[config.mk]
export PLATFORM = sky130hd
export DESIGN_NAME = aes_key_expander_flat
export DESIGN_NICKNAME = d
export VERILOG_FILES = /design/src/rtl/aes_key_expander_pkg.sv /design/src/rtl/aes_key_expander_if.sv /design/src/rtl/aes_key_expander_round.sv /design/src/rtl/aes_key_expander.sv /design/src/flat_wrapper.sv
export SDC_FILE = /design/constraint.sdc
export NUM_CORES = 2
export LEC_CHECK = 0
export BUFFER_PORTS_ARGS = -buffer_cell sky130_fd_sc_hd__buf_2
export CORE_MARGIN = 2
export CORE_UTILIZATION = 57
export CTS_BUF_LIST = sky130_fd_sc_hd__clkbuf_8
export DETAILED_ROUTE_END_ITERATION = 8
export PLACE_DENSITY_LB_ADDON = 0.25
export SYNTH_ARGS = -nofsm -noshare
export SYNTH_HDL_FRONTEND = slang
export SYNTH_SLANG_ARGS = --single-unit
[constraint.sdc]
create_clock -name clk -period 13.7 [get_ports clk]
set_clock_uncertainty 0.2 [all_clocks]
set_input_delay 1.37 -clock clk [delete_from_list [all_inputs] [get_ports clk]]
set_output_delay 1.37 -clock clk [all_outputs]
set_load 0.1 [all_outputs]
[src/rtl/aes_key_expander_pkg.sv]
// Shared AES key-schedule types, constants and the GF(2^8) doubling helper.
package aes_pkg;

  localparam int         AES_NUM_ROUNDS = 10;
  localparam logic [7:0] RCON_INIT      = 8'h01;

  typedef logic [127:0] rk_t;

  typedef enum logic {IDLE, EXPAND} state_e;

  function automatic logic [7:0] xtime(input logic [7:0] b);
    return {b[6:0], 1'b0} ^ (b[7] ? 8'h1B : 8'h00);
  endfunction

endpackage

[src/rtl/aes_key_expander_if.sv]
// Key-load control, status and round-key read port between key expander and cipher rounds.
interface aes_key_expander_if;
  import aes_pkg::*;

  logic       start;
  rk_t        key_in;
  logic       busy;
  logic       done;
  logic       keys_valid;
  logic       rd_en;
  logic [3:0] rd_idx;
  rk_t        rk_out;

  modport master (
    output start, key_in, rd_en, rd_idx,
    input  busy, done, keys_valid, rk_out
  );

  modport slave (
    input  start, key_in, rd_en, rd_idx,
    output busy, done, keys_valid, rk_out
  );

endinterface

[src/rtl/aes_key_expander_round.sv]
// Combinational AES-128 single-round key function: RotWord/SubWord/Rcon on w3, then the w0..w3 XOR chain.
module aes_key_expander_round
  import aes_pkg::*;
(
  input  logic        rst_i,
  input  rk_t         rk_i,
  input  logic [31:0] rcon_i,
  output rk_t         rk_o
);

  // Forward S-box, entry 0 in the most significant byte.
  localparam logic [2047:0] SBOX = {
    128'h637c777bf26b6fc53001672bfed7ab76, 128'hca82c97dfa5947f0add4a2af9ca472c0,
    128'hb7fd9326363ff7cc34a5e5f171d83115, 128'h04c723c31896059a071280e2eb27b275,
    128'h09832c1a1b6e5aa0523bd6b329e32f84, 128'h53d100ed20fcb15b6acbbe394a4c58cf,
    128'hd0efaafb434d338545f9027f503c9fa8, 128'h51a3408f929d38f5bcb6da2110fff3d2,
    128'hcd0c13ec5f974417c4a77e3d645d1973, 128'h60814fdc222a908846eeb814de5e0bdb,
    128'he0323a0a4906245cc2d3ac629195e479, 128'he7c8376d8dd54ea96c56f4ea657aae08,
    128'hba78252e1ca6b4c6e8dd741f4bbd8b8a, 128'h703eb5664803f60e613557b986c11d9e,
    128'he1f8981169d98e949b1e87e9ce5528df, 128'h8ca1890dbfe6426841992d0fb054bb16
  };

  function automatic logic [7:0] sbox(input logic [7:0] b);
    return SBOX[(255 - int'(b)) * 8 +: 8];
  endfunction

  logic [31:0] w0, w1, w2, w3;
  logic [31:0] rot, sub;
  logic [31:0] n0, n1, n2, n3;

  assign {w0, w1, w2, w3} = rk_i;
  assign rot = {w3[23:0], w3[31:24]};
  assign sub = {sbox(rot[31:24]), sbox(rot[23:16]), sbox(rot[15:8]), sbox(rot[7:0])};

  assign n0 = w0 ^ sub ^ rcon_i;
  assign n1 = w1 ^ n0;
  assign n2 = w2 ^ n1;
  assign n3 = w3 ^ n2;

  assign rk_o = rst_i ? '0 : {n0, n1, n2, n3};

endmodule

[src/rtl/aes_key_expander.sv]
// Sequential AES-128 key expansion: one round key per clock into an 11-entry flop bank,
// with a registered read port that stays usable while expansion is running.
module aes_key_expander
  import aes_pkg::*;
#(
  parameter int NUM_ROUNDS = AES_NUM_ROUNDS
) (
  input  logic           clk,
  input  logic           reset,
  aes_key_expander_if.slave bus
);

  localparam logic [3:0] LAST = 4'(NUM_ROUNDS);

  state_e     state_q, state_d;
  logic [3:0] cnt_q, cnt_d;
  logic [7:0] rcon_q, rcon_d;
  logic       done_q, done_d;
  logic       kv_q, kv_d;
  rk_t        rk_out_q, rk_out_d;
  logic       load, wr_en;
  logic [3:0] prev_idx;
  rk_t        prev_rk, next_rk;

  rk_t bank_q [NUM_ROUNDS+1];

  always_comb begin
    state_d = state_q;
    cnt_d   = cnt_q;
    rcon_d  = rcon_q;
    kv_d    = kv_q;
    done_d  = 1'b0;
    load    = 1'b0;
    wr_en   = 1'b0;
    case (state_q)
      IDLE: begin
        if (bus.start) begin
          load    = 1'b1;
          cnt_d   = 4'd1;
          rcon_d  = RCON_INIT;
          kv_d    = 1'b0;
          state_d = EXPAND;
        end
      end
      EXPAND: begin
        wr_en  = 1'b1;
        rcon_d = xtime(rcon_q);
        cnt_d  = cnt_q + 4'd1;
        if (cnt_q == LAST) begin
          kv_d    = 1'b1;
          done_d  = 1'b1;
          state_d = IDLE;
        end
      end
      default: state_d = IDLE;
    endcase
  end

  always_ff @(posedge clk) begin
    if (reset) begin
      state_q  <= IDLE;
      cnt_q    <= 4'd0;
      rcon_q   <= RCON_INIT;
      done_q   <= 1'b0;
      kv_q     <= 1'b0;
      rk_out_q <= '0;
    end else begin
      state_q  <= state_d;
      cnt_q    <= cnt_d;
      rcon_q   <= rcon_d;
      done_q   <= done_d;
      kv_q     <= kv_d;
      rk_out_q <= rk_out_d;
    end
  end

  // Bank is deliberately not reset; its contents are meaningless until keys_valid.
  always_ff @(posedge clk) begin
    if (load) begin
      bank_q[0] <= bus.key_in;
    end else if (wr_en && cnt_q <= LAST) begin
      bank_q[cnt_q] <= next_rk;
    end
  end

  assign prev_idx = cnt_q - 4'd1;
  assign prev_rk  = (prev_idx <= LAST) ? bank_q[prev_idx] : '0;

  aes_key_expander_round u_round (
    .rst_i  (1'b0),
    .rk_i   (prev_rk),
    .rcon_i ({rcon_q, 24'h0}),
    .rk_o   (next_rk)
  );

  always_comb begin
    rk_out_d = rk_out_q;
    if (bus.rd_en) begin
      rk_out_d = (bus.rd_idx <= LAST) ? bank_q[bus.rd_idx] : '0;
    end
  end

  assign bus.busy       = (state_q == EXPAND);
  assign bus.done       = done_q;
  assign bus.keys_valid = kv_q;
  assign bus.rk_out     = rk_out_q;

endmodule

[src/flat_wrapper.sv]
// flat-port wrapper written by rule: the top's interface ports become plain ports
module aes_key_expander_flat import aes_pkg::*;
#(
  parameter int NUM_ROUNDS = AES_NUM_ROUNDS
)
  (clk, reset, bus_start, bus_key_in, bus_rd_en, bus_rd_idx, bus_busy, bus_done, bus_keys_valid, bus_rk_out);
  aes_key_expander_if bus_i ();
  input  logic clk;
  input  logic reset;
  input wire logic [$bits(bus_i.start)-1:0] bus_start;
  input wire logic [$bits(bus_i.key_in)-1:0] bus_key_in;
  input wire logic [$bits(bus_i.rd_en)-1:0] bus_rd_en;
  input wire logic [$bits(bus_i.rd_idx)-1:0] bus_rd_idx;
  output wire logic [$bits(bus_i.busy)-1:0] bus_busy;
  output wire logic [$bits(bus_i.done)-1:0] bus_done;
  output wire logic [$bits(bus_i.keys_valid)-1:0] bus_keys_valid;
  output wire logic [$bits(bus_i.rk_out)-1:0] bus_rk_out;
  assign bus_i.start = bus_start;
  assign bus_i.key_in = bus_key_in;
  assign bus_i.rd_en = bus_rd_en;
  assign bus_i.rd_idx = bus_rd_idx;
  assign bus_busy = bus_i.busy;
  assign bus_done = bus_i.done;
  assign bus_keys_valid = bus_i.keys_valid;
  assign bus_rk_out = bus_i.rk_out;
  aes_key_expander #(.NUM_ROUNDS(NUM_ROUNDS)) u_core (.clk(clk), .reset(reset), .bus(bus_i));
endmodule
==> results.md <==
* Post-DP HPWL at 224500 um
* Xor/xnor share of the synthesized area at 0.01913
* WHS Endpoint: u_core.bus.rk_out[49]$_SDFFE_PP0P_
* Routed vias/inst at 7.613
* Fin area at 96690 um^2
* Critical path arrival at 11.19 ns
* Internal power at 9.241 mW
* Post-synthesis cell area at 88730 um^2
* Buf/Inv on CP at 5
* Hold depth at 2
* CTS tree: yes
* Simple-Gate Fraction of Synth Area at 0.08228
* CP endpoint kind: flip-flop
* Leakage at 31.76 nW
* Syn_area_per_cell at 12.49 um^2
* Pins over their slew limit at 4
* Yosys reg bits at 1551
* Post-synth EDFFs at 1408
* Port-buffer cells at 266
* Worst VDD drop at 133.2 uV
* Initial DRC count at 11.23k
* Failing checks: capacitance limit, slew limit
* Hold Slack at 0.2684 ns
* Delay-heaviest family, CP: compound AO/OA/AOI/OAI gates
* Most instantiated cells after synthesis: edfxtp_1 (1408), nand2_1 (556), mux4_2 (511), o21ai_0 (402), nor2_1 (378)
* Clock power frac at 0.257
* CP peak stage delay at 0.95 ns
* Max clock buf depth at 3
* Post-Syn Instances at 7106
* Pwr dens at 158.6 nW/um^2
* Syn nets at 7294
* Origin of the worst min-delay path: u_core.bus.rk_out[49]$_SDFFE_PP0P_
* Max_slew headroom at -0.003481
* Number of setup violations in the final report at 0
* RSZ-0062 raised after global routing: false
* Clock-pin slew on the worst setup and hold paths at 0.06 ns
* Combinational fraction of design power at 0.368
* R2r setup slk at 2.96 ns
* Sw frac at 0.3974
* Outcome: finished, violations left
* Setup bufs post-CTS at 0
* Area contributors post-synth: edfxtp_1 (48%), mux4_2 (13%), mux2i_1 (3.3%)
* Adder-Cell Fraction of Synth Area at 0.007332
* TritonCTS Buffers at 238
* Gr usage total at 0.4371
* Max Freq at 93.07 MHz
* Initial core utilization at 0.5747
* Synth-to-Final Area Change at 8.965%
* Max-Cap Viols at 1
* Seq/Total Area, Yosys at 0.5087
* CTS sink cnt at 1551
* DIE WIDTH at 398.6 um
* Slowest CP cell: ha_4
* Hold/Removal Path Class: flip-flop to flip-flop
* Largest family of logic cells by synthesized area: multiplexers
* Final ANT Viol Nets at 0
* Die ar. at 158800 um^2
* # rows at 144
* First-pass GRT wire length at 498100 um
* Post-synthesis compound-gate area fraction at 0.1582
* Final Hold Fails at 0
* Post_cts resized at 0
* Post-Place Worst Slack at 3.446 ns
* Hold_buf cts at 0
* Worst-Margin Slew at 1.504 ns
* Yosys warnings at 0
* Final period util at 0.7843
* Ys async rst share at 0
* Vias at 71.83k
* Die H at 398.6 um
* Routed len/inst at 37.33 um
* DRC Markers at 0
* Setup TNS Final at 0 ns
* # IOs at 267
* Core region area at 154400 um^2
* R2r startpoint: u_core.cnt_q[0]$_SDFFE_PP0P_
* CP cell instances: inv_1, ha_4, buf_4, buf_4, mux4_2, nand4_1, o211ai_4, buf_4, ha_1, inv_1, o21ai_0, nor2_1, o21a_1, o32ai_1, a2111oi_2, nor3_1, a211oi_2, xnor2_1, xor2_1, xnor2_1, mux2_2
* Worst-Skew Late Latency at 1.00 ns
* Critical path startpoint category: flip-flop
* Gpl congestion at 1.088
* Initial antenna violation count at 24
* Worst Setup Slack, final at 2.955 ns
* Critical Path RT at 14.14 ns
* Most frequent cell after synthesis: edfxtp_1
* Number of H-tree levels at 4
* Fin crit period at 10.74 ns
* Reg2reg path depth at 21
* Final WL at 352200 um
* Most used cell, CP: buf_4
* Critical path type: flip-flop to flip-flop
* Total global routing overflow at 0
* Layout cells sized above 1 at 0.2297
* Crit path max fanout at 46
* Library cells used by synthesis at 116
* Net Sw Power at 6.095 mW
* Largest net degree at the start of global routing at 175
* Part of the power in registers at 0.375
* Post-DP Area at 91740 um^2
* Fraction of synthesized area in multiplexers at 0.1853
* Final Net Count at 7357
* Post-synth top area share at 0.4765
* Cell taking the most area after synthesis: edfxtp_1
* Reg-to-reg endpoint: u_core.bank_q[9][1]$_DFFE_PP_
* Vias in the first global route at 68.46k
* CTS root buffer: clkbuf_8
* Post-synth top flop: edfxtp_1
* First-pass DRT Iterations at 8
## state kept, by name (all words and copies together), names as in the netlist
| name | cells |
|---|---|
| u_core.bank_q | 1408 |
| u_core.bus.busy | 1 |
| u_core.bus.done | 1 |
| u_core.bus.keys_valid | 1 |
| u_core.bus.rk_out | 128 |
| u_core.cnt_q | 4 |
| u_core.rcon_q | 8 |
## metal layers
layer,part of all wire,vias to the layer above,GRT usage
met4,0.066,20,0.2447
met3,0.14,1131,0.1464
met1,0.36,35909,0.5737
met2,0.44,6056,0.6404
li1,-,28712,-
met5,0.00037,-,0
## worst max-delay path by stage
| stage | slack [ns] | cells after the start | startpoint | to |
|---|---|---|---|---|
| finish | 2.96 | 21 | u_core.cnt_q[0]$_SDFFE_PP0P_ | u_core.bank_q[9][1]$_DFFE_PP_ |
| global route | 2.93 | 19 | u_core.cnt_q[0]$_SDFFE_PP0P_ | u_core.bank_q[1][1]$_DFFE_PP_ |
| CTS | 3.36 | 21 | u_core.cnt_q[0]$_SDFFE_PP0P_ | u_core.bank_q[2][1]$_DFFE_PP_ |
| detailed placement | 3.45 | 21 | u_core.cnt_q[0]$_SDFFE_PP0P_ | u_core.bank_q[8][1]$_DFFE_PP_ |
| global placement | 2.83 | 21 | u_core.cnt_q[0]$_SDFFE_PP0P_ | u_core.bank_q[8][1]$_DFFE_PP_ |
| floorplan | 0.60 | 14 | u_core.cnt_q[0]$_SDFFE_PP0P_ | u_core.bank_q[7][0]$_DFFE_PP_ |
## cell families after synthesis
group,Yosys count
compound gates,2039
xor+xnor,182
fa+ha+maj,52
buf+inv,732
flops,1551
mux,979
simple gates,1571
## layout make-up
| cell class | count | area [um^2] |
|---|---|---|
| clock buffer | 269 | 3702 |
| tap | 2044 | 2557 |
| timing repair buffer | 520 | 3395 |
| sequential | 1551 | 45150 |
| fill | 11721 | 57720 |
| antenna | 12 | 30.03 |
| clock inverter | 181 | 1192 |
| inverter | 35 | 140.1 |
| multi-input combinational | 4823 | 40530 |
## power by group through the flow
stage	sequential [mW]	clock [mW]	combinational [mW]
after CTS	5.75	3.95	5.38
after global routing	5.76	4.15	5.78
final	5.75	3.94	5.65
after global placement	5.83	0	5.37
after detailed placement	5.85	0	5.36
after floorplan	5.99	0	3.06
## stage by stage
| stage | cells | power [mW] | util |
|---|---|---|---|
| CTS | 9423 | 15.09 | 0.6258 |
| finish | 9435 | 15.34 | 0.6262 |
| global placement | 8970 | 11.20 | 0.5939 |
| floorplan | 7106 | 9.049 | - |
| global route | 9428 | 15.69 | 0.6261 |
| detailed placement | 8973 | 11.21 | 0.5941 |
## cell usage in the layout (no fill, tap or decap), types with 39 or more instances in the layout
cell,netlist,routed
o2111ai_1,39,39
a311oi_1,51,51
a211oi_1,106,103
inv_1,25,78
mux2_2,164,164
nor3_1,127,121
nand2b_1,136,136
edfxtp_1,1408,1408
mux4_2,511,511
xnor2_1,117,115
o22ai_1,56,56
a31oi_1,130,128
ha_1,52,50
nor2_1,378,369
clkinv_1,0,60
a21oi_1,372,371
a311o_1,68,68
buf_4,57,244
nand2_1,556,552
mux2i_1,296,291
o21ai_0,402,383
dfxtp_1,143,142
o211ai_1,355,355
nand3_1,189,189
clkbuf_8,0,269
buf_2,197,260
xor2_1,52,49
o21ai_1,56,73
## tightest hold or removal path: cells and delay by family (launching register included)
family | cells | cell delay, ns
simple gates | 1 | 0.06
flops | 1 | 0.30
compound gates | 1 | 0.06
(Power assumes the default switching activity.)
